### src/rtl/rr_mux2_arb.sv
// rr_mux2_arb: round-robin two-source valid/ready arbiter feeding a single registered output stage
module rr_mux2_arb #(
    parameter int WIDTH = 8
) (
    input  logic             clk,
    input  logic             rst_n,
    input  logic             a_valid,
    input  logic [WIDTH-1:0] a_data,
    output logic             a_ready,
    input  logic             b_valid,
    input  logic [WIDTH-1:0] b_data,
    output logic             b_ready,
    output logic             out_valid,
    output logic [WIDTH-1:0] out_data,
    input  logic             out_ready,
    output logic             sel
);
    logic             out_valid_q, out_valid_d;
    logic [WIDTH-1:0] out_data_q, out_data_d;
    logic             sel_q, sel_d;
    logic             last_q, last_d;
    logic             load, grant_a, grant_b;

    assign load    = !out_valid_q || out_ready;
    // on a tie the source that was not granted last wins
    assign grant_a = a_valid && (!b_valid || last_q);
    assign grant_b = b_valid && (!a_valid || !last_q);
    // nothing is accepted while reset is held, so no word is lost on release
    assign a_ready = rst_n && load && grant_a;
    assign b_ready = rst_n && load && grant_b;

    always_comb begin
        out_valid_d = a_ready || b_ready || (out_valid_q && !out_ready);
        out_data_d  = a_ready ? a_data : b_ready ? b_data : out_data_q;
        sel_d       = (a_ready || b_ready) ? b_ready : sel_q;
        last_d      = (a_ready || b_ready) ? b_ready : last_q;
    end

    always_ff @(posedge clk) begin
        if (!rst_n) begin
            out_valid_q <= 1'b0;
            out_data_q  <= '0;
            sel_q       <= 1'b0;
            last_q      <= 1'b1;
        end else begin
            out_valid_q <= out_valid_d;
            out_data_q  <= out_data_d;
            sel_q       <= sel_d;
            last_q      <= last_d;
        end
    end

    assign out_valid = out_valid_q;
    assign out_data  = out_data_q;
    assign sel       = sel_q;
endmodule
### config.mk
export PLATFORM = sky130hd
export DESIGN_NAME = rr_mux2_arb
export DESIGN_NICKNAME = d
export VERILOG_FILES = /design/src/rtl/rr_mux2_arb.sv
export SDC_FILE = /design/constraint.sdc
export NUM_CORES = 1
export LEC_CHECK = 0
export ABC_AREA = 1
export CAP_MARGIN = 40
export CORE_MARGIN = 2
export CORE_UTILIZATION = 40
export CTS_BUF_LIST = sky130_fd_sc_hd__clkbuf_4 sky130_fd_sc_hd__clkbuf_8
export DETAILED_ROUTE_END_ITERATION = 6
export PLACE_DENSITY = 0.89
export SLEW_MARGIN = 10
export SYNTH_ARGS = -nofsm -noshare
export SYNTH_HDL_FRONTEND = slang
export SYNTH_SLANG_ARGS = --single-unit
### constraint.sdc
create_clock -name clk -period 1.5 [get_ports clk]
set_clock_uncertainty 0.05 [all_clocks]
set_input_delay 0.225 -clock clk [delete_from_list [all_inputs] [get_ports clk]]
set_output_delay 0.225 -clock clk [all_outputs]
set_load 0.02 [all_outputs]
==> results of run 1 <==
-- worst paths after layout --
check               from           to  slack [ns]  depth (start not counted)
min reg2reg          sel          sel        0.42                          2
min              a_valid    out_valid        0.27                          3
max          out_data[0]  out_data[0]        0.03                          1
max reg2reg       last_q  out_data[1]        0.21                          9
-- power groups by stage --
stage | Clock, mW | Combinational [mW] | Sequential, mW
6_report | 0.221 | 0.272 | 0.333
5_1_grt | 0.240 | 0.297 | 0.336
4_1_cts | 0.231 | 0.276 | 0.334
3_5_place_dp | 0 | 0.282 | 0.341
3_3_place_gp | 0 | 0.276 | 0.339
2_1_floorplan | 0 | 0.120 | 0.371
-- stage by stage --
step | hold WS, ns | std cells | TNS, ns | utilization | cell area (um^2)
after detailed placement | 0.415 | 150 | -2.25 | 0.655 | 998
after CTS | 0.315 | 154 | 0 | 0.666 | 1010
after global routing | 0.297 | 154 | 0 | 0.679 | 1030
after floorplan | 0.318 | 100 | 0 | - | 657
final | 0.267 | 154 | 0 | 0.679 | 1030
after global placement | 0.409 | 150 | -1.73 | 0.655 | 998
-- synthesized netlist by cell type --
| cell type | count |
|---|---|
| nand3b_2 | 1 |
| dfxtp_1 | 11 |
| a31oi_1 | 1 |
| nor2_1 | 24 |
| inv_1 | 11 |
| nand3b_1 | 7 |
| nand2_4 | 1 |
| nand3_1 | 1 |
| a21oi_2 | 2 |
| a21oi_4 | 1 |
| o211ai_1 | 1 |
| inv_2 | 3 |
| clkbuf_8 | 1 |
| nand4_1 | 1 |
| nand2_1 | 31 |
| buf_6 | 2 |
| buf_4 | 1 |
-- state kept, by name, summed over array words and instances (netlist names) --
register   cells
last_q         1
out_data       8
out_valid      1
sel            1
-- worst register-to-register path: cells and delay by family, from the launching register on --
kind / cells / cell delay (ns)
buf+inv: 3 / 0.35
flops: 1 / 0.33
simple gates: 5 / 0.33
compound gates: 1 / 0.12
-- cell families (layout without fill, tap and decap cells) --
logic type	Yosys count	count (layout)	share of synthesized area
compound gates	5	5	0.0724
buf+inv	18	56	0.147
flops	11	11	0.335
simple gates	66	66	0.446
-- final cells by class --
| class | count | area [um^2] |
|---|---|---|
| fillers | 138 | 489 |
| repair buffers | 38 | 372 |
| multi-input cells | 71 | 340 |
| flip-flops and latches | 11 | 220 |
| inverters | 14 | 52.6 |
| clock buffers | 4 | 30.0 |
| well taps | 16 | 20.0 |
-- metal layers --
metal  part of all wire  global-route usage
met2               0.54               0.310
met4              0.012               0.133
met1               0.39               0.171
met3              0.064              0.0367
met5                  0                   0
-- timing repair --
item                                    in CTS  in global routing
endpoints found under the setup margin       4                  8
gates cloned                                 0                  0
resized for setup                           11                  8
==> run summary, run 1 <==
Status -> finished, final reports clean
Routed length per instance -> 10.0 um
Critical Path End Type -> output port
MaxCap Viol Count -> 0
Clock slew at reported path FFs -> 0.07 ns
Commonest cells after routing, fill and taps aside -> 31 x nand2_1, 24 x nor2_1, 20 x clkdlybuf4s50_1, 11 x inv_1, 11 x dfxtp_1
Switching Power -> 0.245 mW
Clk_lat worst skew -> 0.27 ns
Mapped Area -> 657 um^2
Setup slack after layout -> 0.0250 ns
Area growth syn-to-layout -> 57.5%
Pre-CTS setup slack -> -0.461 ns
DR pass1 iterations -> 4
Post-route DRC -> 0
IO buf count -> 32
Clock share of power -> 0.267
Seq/Total Area, Yosys -> 0.335
First DRT Iteration DRCs -> 8
CP Max Fanout -> 2
Unrepaired setup endpoints after global routing -> no
Cell variety after synth -> 17
P_leak -> 0.641 nW
CP max stage cell -> clkdlybuf4s50_1
Share of cells above drive strength 1 -> 0.145
Worst slew margin -> 0.837
Critical path buffers and inverters -> 1
Top cell type by total area after synthesis -> dfxtp_1
CTS tree -> done
Critical path class -> reg2out
CORE AREA -> 1520 um^2
Crit-path cells -> clkdlybuf4s50_1
Top-area cell type share of the netlist area -> 0.335
CP delay by family, top -> buffers and inverters
Setup crit start kind -> flip-flop
Largest net degree at the start of global routing -> 26
DP Wirelength -> 1210 um
Global placer's final weighted congestion -> 0.793
Seq pwr share -> 0.403
Nets@finish -> 160
Ant diodes -> 0
CTS max path bufs -> 2
Post-route ant nets -> 0
HP Class -> in2reg
Synth top area cells -> dfxtp_1 34%, nand2_1 18%, nor2_1 14%
Overall Global Routing Usage -> 0.173
Root buf cell -> clkbuf_4
Mapped Cells -> 100
Vias per inst -> 4.61
Final Hold Viols -> 0
Commonest non-fill, non-tap cell in the layout -> nand2_1
Syn Nets -> 121
Tmin final -> 1.47 ns
Clock Sinks -> 11
Num CTS Buffers -> 3
Arr. time, crit path -> 1.20 ns
DIE WIDTH -> 44.5 um
Syn_area_per_cell -> 6.57 um^2
Total gr overflow -> 0
Max Fclk -> 0.678 GHz
Post-CTS setup buffers -> 0
DR vias -> 710
Die Ht -> 44.5 um
Fin crit share -> 0.983
Initial antenna violation count -> 0
Final count of pins violating max slew -> 0
PD cells -> 798 nW/um^2
Pwr Total -> 0.826 mW
Hold buffer count at CTS -> 0
Switching share of power -> 0.297
First-pass GRT wire length -> 2480 um
P_int -> 0.581 mW
Largest stage delay, worst path -> 0.60 ns
Initial Utilization -> 0.431
# IOs -> 33
Total Die Area -> 1980 um^2
Gate power share -> 0.330
WP data required -> 1.22 ns
Synth Register Bits -> 11
Worst slew pin tran -> 0.244 ns
Post-Route WL -> 1540 um
Ys Warns -> 0
Placement Rows -> 14
Vias in the first global route -> 663
Final setup violation count -> 0
H-tree levels -> 1
Worst IR drop on VDD -> 0.000558 V
Power figures use the tool's default switching activity.
==> run 2, diff against run 1 <==
--- a/config.mk
+++ b/config.mk
@@ -11,6 +11,7 @@
 export CORE_UTILIZATION = 40
 export CTS_BUF_LIST = sky130_fd_sc_hd__clkbuf_4 sky130_fd_sc_hd__clkbuf_8
 export DETAILED_ROUTE_END_ITERATION = 6
+export HOLD_SLACK_MARGIN = 0.12
 export PLACE_DENSITY = 0.89
 export SLEW_MARGIN = 10
 export SYNTH_ARGS = -nofsm -noshare
==> results of run 2 <==
Same layout as run 1: the final DEF is identical, and so are final timing and power.
